<file path="src/rtl/cpu_regs_pkg.sv">
// Shared constants and requester identifiers for the register-bank writeback path.
// Includes the round-robin helper used by the writeback arbiter.
package cpu_regs_pkg;

    localparam int NUM_REQ = 3;
    localparam int DATA_W  = 32;
    localparam int IDX_W   = 4;

    localparam logic [IDX_W-1:0] PC_IDX    = 4'hF;
    localparam logic [IDX_W-1:0] NO_WR_SEL = 4'hF;

    typedef enum logic [1:0] {
        REQ_ALU  = 2'd0,
        REQ_LOAD = 2'd1,
        REQ_LINK = 2'd2
    } req_id_e;

    function automatic req_id_e next_req(input req_id_e r);
        case (r)
            REQ_ALU:  return REQ_LOAD;
            REQ_LOAD: return REQ_LINK;
            default:  return REQ_ALU;
        endcase
    endfunction

    function automatic req_id_e req_rotate(input req_id_e base, input int unsigned steps);
        req_id_e r;
        r = base;
        for (int unsigned s = 0; s < steps; s++) begin
            r = next_req(r);
        end
        return r;
    endfunction

endpackage

</file>
<file path="src/rtl/rr_arbiter3.sv">
// Three-way round-robin arbiter: combinational one-hot grant, pointer moves past the
// winner only when the grant is actually consumed (advance).
module rr_arbiter3
    import cpu_regs_pkg::*;
(
    input  logic               CLK,
    input  logic               RST,
    input  logic [NUM_REQ-1:0] req,
    input  logic               advance,
    output logic [NUM_REQ-1:0] grant
);

    req_id_e ptr_reg;
    req_id_e winner;
    req_id_e cand [NUM_REQ];
    logic    found;

    // cand[k] is the requester holding priority rank k for the current pointer
    genvar gi;
    generate
        for (gi = 0; gi < NUM_REQ; gi++) begin : g_cand
            assign cand[gi] = req_rotate(ptr_reg, gi);
        end
    endgenerate

    always_comb begin
        grant  = '0;
        winner = ptr_reg;
        found  = 1'b0;
        for (int k = 0; k < NUM_REQ; k++) begin
            if (!found && req[cand[k]]) begin
                grant[cand[k]] = 1'b1;
                winner         = cand[k];
                found          = 1'b1;
            end
        end
    end

    always_ff @(posedge CLK) begin
        if (RST) begin
            ptr_reg <= REQ_ALU;
        end else if (advance) begin
            ptr_reg <= next_req(winner);
        end
    end

endmodule

</file>
<file path="src/rtl/regfile_wb_arbiter.sv">
// Writeback arbiter sharing the register-bank write port and PC load port among ALU, LOAD
// and LINK requesters. Optional operand bypass outputs are enabled with macro WB_BYPASS_EN.
module regfile_wb_arbiter
    import cpu_regs_pkg::*;
(
    input  logic                       CLK,
    input  logic                       RST,
    input  logic                       WB_STALL,
    input  logic [NUM_REQ-1:0]         REQ_VALID,
    output logic [NUM_REQ-1:0]         REQ_READY,
    input  logic [NUM_REQ*IDX_W-1:0]   REQ_IDX,
    input  logic [NUM_REQ*DATA_W-1:0]  REQ_DATA,
    output logic [IDX_W-1:0]           REG_WR_SEL,
    output logic [DATA_W-1:0]          REG_INPUT_BUS,
    output logic                       PC_REG_EN,
    output logic [DATA_W-1:0]          PC_IN_BUS,
    input  logic [IDX_W-1:0]           OP0_REG_OUT_SEL,
    input  logic [IDX_W-1:0]           OP1_REG_OUT_SEL,
    output logic                       OP0_FWD_VALID,
    output logic                       OP1_FWD_VALID,
    output logic [DATA_W-1:0]          OP_FWD_DATA
);

    logic [NUM_REQ-1:0] grant;
    logic               accept;
    logic               transfer;
    logic [IDX_W-1:0]   idx_arr  [NUM_REQ];
    logic [DATA_W-1:0]  data_arr [NUM_REQ];
    logic [IDX_W-1:0]   win_idx;
    logic [DATA_W-1:0]  win_data;

    logic [IDX_W-1:0]   wr_sel_reg;
    logic [DATA_W-1:0]  wr_data_reg;
    logic               pc_en_reg;
    logic [DATA_W-1:0]  pc_data_reg;

    genvar gi;
    generate
        for (gi = 0; gi < NUM_REQ; gi++) begin : g_unpack
            assign idx_arr[gi]  = REQ_IDX[gi*IDX_W +: IDX_W];
            assign data_arr[gi] = REQ_DATA[gi*DATA_W +: DATA_W];
        end
    endgenerate

    rr_arbiter3 u_arb (
        .CLK     (CLK),
        .RST     (RST),
        .req     (REQ_VALID),
        .advance (transfer),
        .grant   (grant)
    );

    // A stalled or resetting stage must not consume a grant, so the pointer only moves on a real transfer
    assign accept    = ~WB_STALL & ~RST;
    assign REQ_READY = grant & {NUM_REQ{accept}};
    assign transfer  = |REQ_READY;

    always_comb begin
        win_idx  = '0;
        win_data = '0;
        for (int i = 0; i < NUM_REQ; i++) begin
            if (REQ_READY[i]) begin
                win_idx  = idx_arr[i];
                win_data = data_arr[i];
            end
        end
    end

    // Idle stage keeps the last data values on both buses; only the enables drop
    always_ff @(posedge CLK) begin
        if (RST) begin
            wr_sel_reg  <= NO_WR_SEL;
            wr_data_reg <= '0;
            pc_en_reg   <= 1'b0;
            pc_data_reg <= '0;
        end else if (!transfer) begin
            wr_sel_reg  <= NO_WR_SEL;
            pc_en_reg   <= 1'b0;
        end else if (win_idx == PC_IDX) begin
            wr_sel_reg  <= NO_WR_SEL;
            pc_en_reg   <= 1'b1;
            pc_data_reg <= win_data;
        end else begin
            wr_sel_reg  <= win_idx;
            wr_data_reg <= win_data;
            pc_en_reg   <= 1'b0;
        end
    end

    assign REG_WR_SEL    = wr_sel_reg;
    assign REG_INPUT_BUS = wr_data_reg;
    assign PC_REG_EN     = pc_en_reg;
    assign PC_IN_BUS     = pc_data_reg;

`ifdef WB_BYPASS_EN
    assign OP0_FWD_VALID = (wr_sel_reg != NO_WR_SEL) && (wr_sel_reg == OP0_REG_OUT_SEL);
    assign OP1_FWD_VALID = (wr_sel_reg != NO_WR_SEL) && (wr_sel_reg == OP1_REG_OUT_SEL);
    assign OP_FWD_DATA   = wr_data_reg;
`else
    logic unused_op_sel;
    assign unused_op_sel = ^{OP0_REG_OUT_SEL, OP1_REG_OUT_SEL};
    assign OP0_FWD_VALID = 1'b0;
    assign OP1_FWD_VALID = 1'b0;
    assign OP_FWD_DATA   = '0;
`endif

endmodule

</file>
<file path="config.mk">
export PLATFORM = sky130hd
export DESIGN_NAME = regfile_wb_arbiter
export DESIGN_NICKNAME = d
export VERILOG_FILES = /design/src/rtl/cpu_regs_pkg.sv /design/src/rtl/rr_arbiter3.sv /design/src/rtl/regfile_wb_arbiter.sv
export SDC_FILE = /design/constraint.sdc
export NUM_CORES = 1
export LEC_CHECK = 0
export ABC_AREA = 1
export ABC_CLOCK_PERIOD_IN_PS = 2000
export CORE_MARGIN = 2
export CORE_UTILIZATION = 34
export DETAILED_ROUTE_END_ITERATION = 12
export HOLD_SLACK_MARGIN = 0.08
export PLACE_DENSITY_LB_ADDON = 0.2
export SLEW_MARGIN = 5
export SYNTH_ARGS = -nofsm -noshare
export SYNTH_HDL_FRONTEND = slang
export SYNTH_SLANG_ARGS = --single-unit
</file>
<file path="constraint.sdc">
create_clock -name CLK -period 2 [get_ports CLK]
set_clock_uncertainty 0.1 [all_clocks]
set_input_delay 0.2 -clock CLK [delete_from_list [all_inputs] [get_ports CLK]]
set_output_delay 0.2 -clock CLK [all_outputs]
set_load 0.005 [all_outputs]
</file>
## After elaboration in Yosys (flattened, before gate mapping)

Index checks and enable logic that the tools add are counted.
W data, S select, Z words.

| operators by class | value |
|---|---|
| add/sub/neg operators | 0 |
| multiply operators | 0 |
| div/mod/pow operators | 0 |
| magnitude comparators | 6 |
| equality and inequality tests | 4 |
| shift operators | 0 |
| mux-type cells | 29 |
| bitwise gates (word level) | 8 |
| reductions and logical operators | 15 |

Operator list:

| operator | number |
|---|---|
| $mux W32 | 3 |
| $mux W4 | 3 |
| $pmux W2 S2 | 3 |
| $lt A2 B3 Y1 const B | 3 |
| $mux W1 | 9 |
| $mux W3 | 3 |
| $bmux W1 S2 | 3 |
| $demux W1 S2 | 3 |
| $eq A2 B1 Y1 const B | 3 |
| $ge A2 B1 Y1 const B | 3 |
| $logic_not A2 Y1 | 3 |
| $or A3 B3 Y3 | 2 |
| $reduce_or A3 Y1 | 2 |
| $logic_and A1 B1 Y1 | 5 |
| $eq A4 B4 Y1 const B | 1 |
| $mux W2 | 2 |
| $not A1 Y1 | 4 |
| $reduce_and A2 Y1 | 2 |
| $and A3 B3 Y3 | 1 |
| $logic_not A1 Y1 | 2 |
| $reduce_or A2 Y1 | 1 |
| $and A1 B1 Y1 | 1 |

| word-level totals | value |
|---|---|
| flip-flop bits (word level) | 71 |
| latch bits | 0 |
| memory bits (writable) | 0 |
| ROM bits | 0 |
| bits of input ports | 122 |
| word-level logic and storage cells | 67 |
| memories kept | 0 |

## Depth between registers and ports, before layout

Gate-level depths: netlist (run 1).

| logic depth | value |
|---|---|
| depth after elaboration | 17 |
| mapped depth | 18 |

## By module

Synthesis (run 1) repeated with hierarchy kept, for this count alone.

| unflattened totals | value |
|---|---|
| cell total of the unflattened synthesis | 635 |
| area total of the unflattened synthesis | 4,171.5 µm² |

Modules (own cells, without submodules):

| module | instances | cells each | area an instance (µm²) | sequential area each (µm²) |
|---|---|---|---|---|
| regfile_wb_arbiter | 1 | 585 | 3,881.2 | 1,381.3 |
| rr_arbiter3 | 1 | 50 | 290.3 | 40.0 |

## Worst setup path after synthesis (run 1)

OpenSTA, ideal clock, no wires.

| path | value |
|---|---|
| path kind | register to register |
| start | register u_arb.ptr_reg[0] |
| end | register pc_data_reg[10], in the netlist PC_IN_BUS[10] |
| library setup time | 121 ps |
| arrival | 1,738 ps |
| data required time | 1,779 ps |
| setup slack | 42 ps |
| stages on the path, launching flop included | 17 |
| buffers on the path | 3 |
| path through | dfxtp_1 buf_4 inv_1 nand3_1 nand2_1 nor2_2 nand2_1 nand2_1 nand2_1 nand2_2 nand3_1 nand3_2 nand2_2 nor2_8 buf_6 buf_4 a21oi_1 |

| on the way | value |
|---|---|
| word-level cells in the longest chain between the ends | 16 |

Ends and longest elaborated chain:

| element | line | source |
|---|---|---|
| start, declared | rr_arbiter3.sv:13 | `req_id_e ptr_reg;` |
| start signal, assigned | rr_arbiter3.sv:43 | `ptr_reg <= next_req(winner);` |
| $eq A2 B1 Y1 / $logic_not A2 Y1 (equally long branches) | cpu_regs_pkg.sv:19 | `case (r)` |
| $pmux W2 S2 | cpu_regs_pkg.sv:19 |  |
| $eq A2 B1 Y1, or another cell as far along | cpu_regs_pkg.sv:19 |  |
| $pmux W2 S2 / $logic_and A1 B1 Y1 (equally long branches) | cpu_regs_pkg.sv:19, rr_arbiter3.sv:32 |  |
| $lt A2 B3 Y1 (implied by the code), or another cell as far along | rr_arbiter3.sv:32 | `grant[cand[k]] = 1'b1;` |
| $logic_and A1 B1 Y1 (implied by the code) / $demux W1 S2 (equally long branches) | n/a |  |
| $mux W1 (implied by the code) / $or A3 B3 Y3 (equally long branches) | n/a |  |
| $demux W1 S2 / $mux W3 (equally long branches) | n/a |  |
| $or A3 B3 Y3 (no line) | n/a |  |
| $mux W3 (*) | rr_arbiter3.sv:31 | `if (!found && req[cand[k]]) begin` |
| $and A3 B3 Y3 (*) | regfile_wb_arbiter.sv:55 | `assign REQ_READY = grant & {NUM_REQ{accept}};` |
| $mux W4 (3 in series) | regfile_wb_arbiter.sv:62 | `if (REQ_READY[i]) begin` |
| $eq A4 B4 Y1 | regfile_wb_arbiter.sv:79 | `end else if (win_idx == PC_IDX) begin` |
| $reduce_and A2 Y1 (no line) | n/a |  |
| end signal, assigned | regfile_wb_arbiter.sv:82 | `pc_data_reg <= win_data;` |
| end, declared | regfile_wb_arbiter.sv:35 | `logic [DATA_W-1:0] pc_data_reg;` |

Every way passes the cells marked *; elsewhere a longest branch is shown, timed or not. The select of a mux whose other input is x is not followed.
A chain may end at the register's enable or synchronous reset.

## Final worst setup path (run 1)

| path | value |
|---|---|
| start | register u_arb.ptr_reg[0] |
| end | register wr_data_reg[9], in the netlist REG_INPUT_BUS[9] |

| on the way | value |
|---|---|
| word-level cells in the longest chain between the ends | 17 |

Ends and longest elaborated chain:

| element | line | source |
|---|---|---|
| $eq A2 B1 Y1 / $logic_not A2 Y1 (equally long branches) | cpu_regs_pkg.sv:19 |  |
| $pmux W2 S2 | cpu_regs_pkg.sv:19 |  |
| $eq A2 B1 Y1, or another cell as far along | cpu_regs_pkg.sv:19 |  |
| $pmux W2 S2 / $logic_and A1 B1 Y1 (equally long branches) | cpu_regs_pkg.sv:19, rr_arbiter3.sv:32 |  |
| $lt A2 B3 Y1 (implied by the code), or another cell as far along | rr_arbiter3.sv:32 |  |
| $logic_and A1 B1 Y1 (implied by the code) / $demux W1 S2 (equally long branches) | n/a |  |
| $mux W1 (implied by the code) / $or A3 B3 Y3 (equally long branches) | n/a |  |
| $demux W1 S2 / $mux W3 (equally long branches) | n/a |  |
| $or A3 B3 Y3 (no line) | n/a |  |
| $mux W3 (*) | rr_arbiter3.sv:31 |  |
| $and A3 B3 Y3 (*) | regfile_wb_arbiter.sv:55 |  |
| $mux W4 (3 in series) | regfile_wb_arbiter.sv:62 |  |
| $eq A4 B4 Y1 | regfile_wb_arbiter.sv:79 |  |
| $not A1 Y1 (no line) | n/a |  |
| $reduce_and A2 Y1 (no line) | n/a |  |
| end signal, assigned | regfile_wb_arbiter.sv:85 | `wr_data_reg <= win_data;` |
| end, declared | regfile_wb_arbiter.sv:33 | `logic [DATA_W-1:0] wr_data_reg;` |

Marked as above.

==> results.toml, run 1 <==
[sta]
fin_ws_ns = -0.300
rsz0062_at_grt = "true"
setup_viol = 73
fmax_mhz = 435
timing.final.max_slew_violations = 0
period_share = 1.15
post-route-min-period_ns = 2.30
hold_viol = 0
tns_ns = -15.12

[pwr]
powerDensity_nw_per_um2 = 597
p_leak_nw = 3.06
ir_worst_vdd_uv = 420

[drt]
wirelength_um = 14700
detail-route-antenna-nets = 0
first_pass_iters = 4
wl_per_cell_um = 15.6
drt_iter0_drc = 158
routed_via_density = 4.70
drc = 0
vias = 4405

[synthesis]
avgSynthCellArea_um2 = 6.64
ys_ff_latch = 71
synth_flop_cell = "dfxtp_1"
synth_commonest_cells = "nand2_1 (177), nor2_1 (92), dfxtp_1 (71)"
synth_top_area_cell = "dfxtp_1"
synth_area_leaders = "dfxtp_1 (38%), nand2_1 (18%), nor2_1 (9.3%)"
yosysMostFrequentCell = "nand2_1"
synth_edf_count = 0
yosys.area.top_type_share = 0.383
yosys_warnings = 0
syn-cell-area_um2 = 3710
postSynth.asyncResetShare = 0
synthCells = 559
ys_seq_area_frac = 0.383
synthDistinctLibCells = 27

[global_route]
grt-ovfl-total = 0
antenna_found_initial = 0
grt_max_degree = 39
grt_pass1_vias = 4243
grt_usage = 0.231
grt_pass1_wl_um = 20900

[floorplan]
die_h_um = 108
fp.dieW_um = 108
floorplan.initialDensity = 0.345
core_area_um2 = 10700
ios = 228
num_rows = 38
dieArea_um2 = 11800

[layout]
fillers = 929
nets = 916
final_core_util = 0.650
drive_above_1_share = 0.226
n_antenna_cell = 0
syn2layout_area_growth_pct = 88.1
final_cells = 938

[setup_path]
rrSetupSlack_ns = -0.30
crit_arrival_ns = 2.44
reg2reg_from = "u_arb.ptr_reg[0]$_SDFFE_PP0P_"
r2r_end = "REG_INPUT_BUS[9]$_SDFFE_PP0P_"
startpoint_type = "flop"
crit_required_ns = 2.14
crit_fanout = 9
r2r_cells = 15
endpoint_kind = "flop"
path_class = "reg2reg"

[cts]
cts_buffers = 9
cts_tree = "yes"
hold_buffers = 0
clockBufferDepth = 2
htreeDepth = 3
cts.clk_slew.worst_paths_ns = 0.08
root_buffer = "clkbuf_8"
insertion_delay_ns = 0.34
clkSinkCount = 71

[placed_design]
globalplace.congestion = 0.791
dp.cells = 885
port_buffers = 185
dp_hpwl_um = 9140

[min_path]
holdPathEnd = "PC_IN_BUS[24]$_SDFFE_PP0P_"
hold_path.class = "reg2reg"
worstHoldStart = "PC_IN_BUS[24]$_SDFFE_PP0P_"
hold_depth = 2

[run]
max_cap_violations = 0

[outcome]
status = "finished with violations"
violations = "setup timing"
==> logic make-up after synthesis <==
logic type	share of synthesized area
and+or+nand+nor	0.366
buffers and inverters	0.139
DFF	0.383
other	0.00101
AOI/OAI and AO/OA	0.110
==> metal layers <==
layer  vias up  GRT usage  wire length, um
li1       2185          -                -
met3        27     0.0536              973
met4         0     0.0824              321
met5         -          0                0
met1      2025      0.282             6160
met2       168      0.395             7220
==> layout make-up <==
cell class,count,area [um^2],share of cell area
inverter,17,72.6,0.0104
timing repair buffer,256,2800,0.401
clock buffer,10,138,0.0197
clock inverter,5,129,0.0185
tap,140,175,0.0251
multi-input combinational,439,2240,0.321
sequential,71,1430,0.205
==> report_power, final <==
part           switching, mW  internal, mW  total (mW)
clock network          0.575         0.987        1.56
logic                  0.466         0.590        1.06
registers             0.0597          1.49        1.55
==> critical path, stage by stage, from the launching register on <==
cell	delay [ns]
dfxtp_4	0.37
buf_6	0.13
o2111ai_1	0.19
nand2_1	0.07
nand2_1	0.10
inv_2	0.08
buf_4	0.14
nand2_1	0.10
nand3_4	0.11
buf_4	0.15
nand4_1	0.10
buf_6	0.17
buf_12	0.14
nand3_1	0.10
nand2_1	0.10
nor2_1	0.05
==> layout by cell type (no fill, tap or decap), types with 19 or more instances in the layout <==
cell type,instances
buf_4,33
nor2_2,27
nor2_1,61
a21oi_2,19
nand2_1,172
clkdlybuf4s50_1,180
dfxtp_1,69
nand3_1,32
conb_1,34
a21oi_1,28
==> worst max-delay path by stage <==
stage / start / to / slack (ns)
5_1_grt: u_arb.ptr_reg[1]$_SDFFE_PP0P_ / REG_INPUT_BUS[7]$_SDFFE_PP0P_ / -0.42
6_report: u_arb.ptr_reg[0]$_SDFFE_PP0P_ / REG_INPUT_BUS[9]$_SDFFE_PP0P_ / -0.30
3_3_place_gp: REQ_VALID[2] / REG_INPUT_BUS[23]$_SDFFE_PP0P_ / -0.48
3_5_place_dp: REQ_VALID[2] / REG_INPUT_BUS[26]$_SDFFE_PP0P_ / -0.63
2_1_floorplan: u_arb.ptr_reg[0]$_SDFFE_PP0P_ / PC_IN_BUS[10]$_SDFFE_PP0P_ / 0.04
4_1_cts: u_arb.ptr_reg[0]$_SDFFE_PP0P_ / REG_INPUT_BUS[26]$_SDFFE_PP0P_ / -0.21
==> metrics by stage <==
step	setup slack, ns	hold slack [ns]	area (um^2)	power (mW)
after floorplan	0.0417	0.169	3830	1.97
after global placement	-0.481	0.346	5730	2.43
after detailed placement	-0.629	0.353	5730	2.45
after CTS	-0.211	0.365	6690	4.07
after global routing	-0.424	0.390	6980	4.34
final	-0.300	0.365	6980	4.17
==> timing repair <==
action                                  CTS  global route
cloned                                    9             4
gates resized for setup                  84            64
pin swaps                                15            25
buffers inserted                         25             1
endpoints found under the setup margin   72            73
(Power assumes the default switching activity.)
==> inputs of run 2 (changes only) <==
--- a/config.mk
+++ b/config.mk
@@ -6,9 +6,9 @@
 export NUM_CORES = 1
 export LEC_CHECK = 0
 export ABC_AREA = 1
-export ABC_CLOCK_PERIOD_IN_PS = 2000
+export ABC_CLOCK_PERIOD_IN_PS = 2700
 export CORE_MARGIN = 2
-export CORE_UTILIZATION = 34
+export CORE_UTILIZATION = 40
 export DETAILED_ROUTE_END_ITERATION = 12
 export HOLD_SLACK_MARGIN = 0.08
 export PLACE_DENSITY_LB_ADDON = 0.2
==> constraint.sdc (replaced) <==
create_clock -name CLK -period 2.7 [get_ports CLK]
set_clock_uncertainty 0.1 [all_clocks]
set_input_delay 0.27 -clock CLK [delete_from_list [all_inputs] [get_ports CLK]]
set_output_delay 0.27 -clock CLK [all_outputs]
set_load 0.005 [all_outputs]
==> run 2 against run 1 <==
Compared with the run above: the run now ends clean; count of clock-buffer cells in the layout up 1; final area down 17%; non-clock buffer count is 52 lower; critical path depth fell by 9; setup slack improved by 0.46 ns; power down 35%; critical endpoint is now REQ_READY[2]; largest power group is now sequential cells.
==> results.toml, run 2 (synthesis results as in run 1) <==
[drt]
detail-route-antenna-nets = 0
vias = 3970
drt_iter0_drc = 131
routed_via_density = 4.63
first_pass_iters = 4
drc = 0
wl_per_cell_um = 13.2
wirelength_um = 11300

[setup_path]
cp_num_buf_inv = 4
path_cells = "clkdlybuf4s50_1, nand3_1, buf_4, a21boi_4, buf_6, clkdlybuf4s50_1"
slowest_stage = "clkdlybuf4s50_1"
crit_required_ns = 2.33
rrSetupSlack_ns = 0.33
endpoint_kind = "output pin"
startpoint_type = "input pin"
startpoint = "REQ_VALID[2]"
cp_top_family = "buffers and inverters"
crit_path_max_incr_delay_ns = 0.54
reg2reg_from = "u_arb.ptr_reg[0]$_SDFFE_PP0P_"
cpMostUsedCell = "clkdlybuf4s50_1"
path_class = "in2out"
crit_fanout = 19
crit_arrival_ns = 2.17

[layout]
nets = 863
final_cell_mix = "clkdlybuf4s50_1 (185), nand2_1 (176), nor2_1 (92)"
final-seq-area_um2 = 1430
final_common_cell = "clkdlybuf4s50_1"
syn2layout_area_growth_pct = 56.6
drive_above_1_share = 0.0777
n_antenna_cell = 0
multiInputGateArea_um2 = 1910
fillers = 845

[floorplan]
die_h_um = 100
num_rows = 35
dieArea_um2 = 10100
fp.dieW_um = 100
ios = 228
core_area_um2 = 9110
floorplan.initialDensity = 0.407

[cts]
hold_buffers = 0
insertion_delay_ns = 0.33
cts_tree = "yes"
clockBufferDepth = 2
cts_resized = 1
cts.clk_slew.worst_paths_ns = 0.07
root_buffer = "clkbuf_8"
htreeDepth = 3
cts_buffers = 9
cts_setup_buffers = 0
clkSinkCount = 71

[global_route]
grt_pass1_vias = 3677
grt_max_degree = 48
use_met1 = 0.265
antenna_found_initial = 0
globalRouteMet2Util = 0.387
grt_pass1_wl_um = 17500
grt-ovfl-total = 0
met3_usage = 0.0439
grt_usage = 0.217
busiest_layer = "met2"

[sta]
period_share = 0.943
fin_ws_ns = 0.155
slew_headroom = 0.549
fin_hold_ws_ns = 0.371
fmax_mhz = 393
hold_viol = 0
timing.final.max_slew_violations = 0
worstMarginPinSlew_ns = 0.675
post-route-min-period_ns = 2.54
rsz0062_at_grt = "false"
setup_viol = 0
tns_ns = 0

[pwr]
ir_worst_vdd_uv = 258
total_power_mw = 2.72
p_leak_nw = 2.56
powerDensity_nw_per_um2 = 468

[min_path]
worstHoldStart = "PC_IN_BUS[29]$_SDFFE_PP0P_"
hold_path.class = "reg2reg"

[placed_design]
port_buffers = 185
globalplace.congestion = 0.840
dp_hpwl_um = 8600
dp_slack_ns = -0.0479

[outcome]
status = "complete, no violations"

[run]
max_cap_violations = 0
[run 2: cell types whose count changed in the layout (fill, tap and decap cells not counted), moves of 11 or more]
cell	change
buf_4	-19
nand3_1	+11
o21ai_1	-12
buf_6	-12
buf_12	-11
nor2_1	+31
nor2_2	-25
o21ai_0	+12
a21oi_2	-19
a21oi_1	+19
[run 2: area by class of cell]
type / count / area share
clock buffer: 11 / 0.0261
clock inverter: 5 / 0.0138
inverter: 17 / 0.0110
multi-input combinational: 438 / 0.329
sequential: 71 / 0.245
tap: 111 / 0.0239
timing repair buffer: 204 / 0.351
[run 2: worst reg2reg max path, cell delays in order, from the launching register on]
cell	delay, ns
dfxtp_4	0.40
inv_1	0.08
nand3_1	0.12
nand2_1	0.09
nor2_2	0.10
nand2_1	0.05
nand2_1	0.08
nand2_2	0.09
nand3_1	0.08
nand3_1	0.12
nand2_2	0.18
nor2_8	0.06
nor2_4	0.52
nor2_1	0.10
nor2_1	0.13
[run 2: worst paths after layout]
path | endpoint | cells past startpoint
setup / recovery | REQ_READY[2] | 6
hold / removal | PC_IN_BUS[29]$_SDFFE_PP0P_ | 2
setup reg to reg | REG_INPUT_BUS[25]$_SDFFE_PP0P_ | 14
hold reg to reg | PC_IN_BUS[29]$_SDFFE_PP0P_ | 2
[run 2: routing by layer]
metal	vias up	wire length, um
li1	2070	-
met1	1764	4880
met2	126	5650
met3	10	674
met4	0	100
met5	-	0
[run 2: report_power, final]
group	switching, mW	leakage, nW	internal (mW)
registers	0.0311	0.579	1.10
logic	0.272	1.87	0.351
clock network	0.394	0.112	0.569
total	0.697	2.56	2.03
[run 2: metrics by stage]
step,area [um^2],std cells,utilization
floorplan,3830,592,-
global placement,5560,841,0.611
detailed placement,5560,841,0.611
CTS,5800,857,0.636
global route,5810,857,0.638
finish,5810,857,0.638
==> inputs of run 3 (changes only) <==
--- a/config.mk
+++ b/config.mk
@@ -7,6 +7,7 @@
 export LEC_CHECK = 0
 export ABC_AREA = 1
 export ABC_CLOCK_PERIOD_IN_PS = 2700
+export CAP_MARGIN = 10
 export CORE_MARGIN = 2
 export CORE_UTILIZATION = 40
 export DETAILED_ROUTE_END_ITERATION = 12
==> results of run 3 <==
The final DEF is identical to that of run 2; final timing and power are the same.
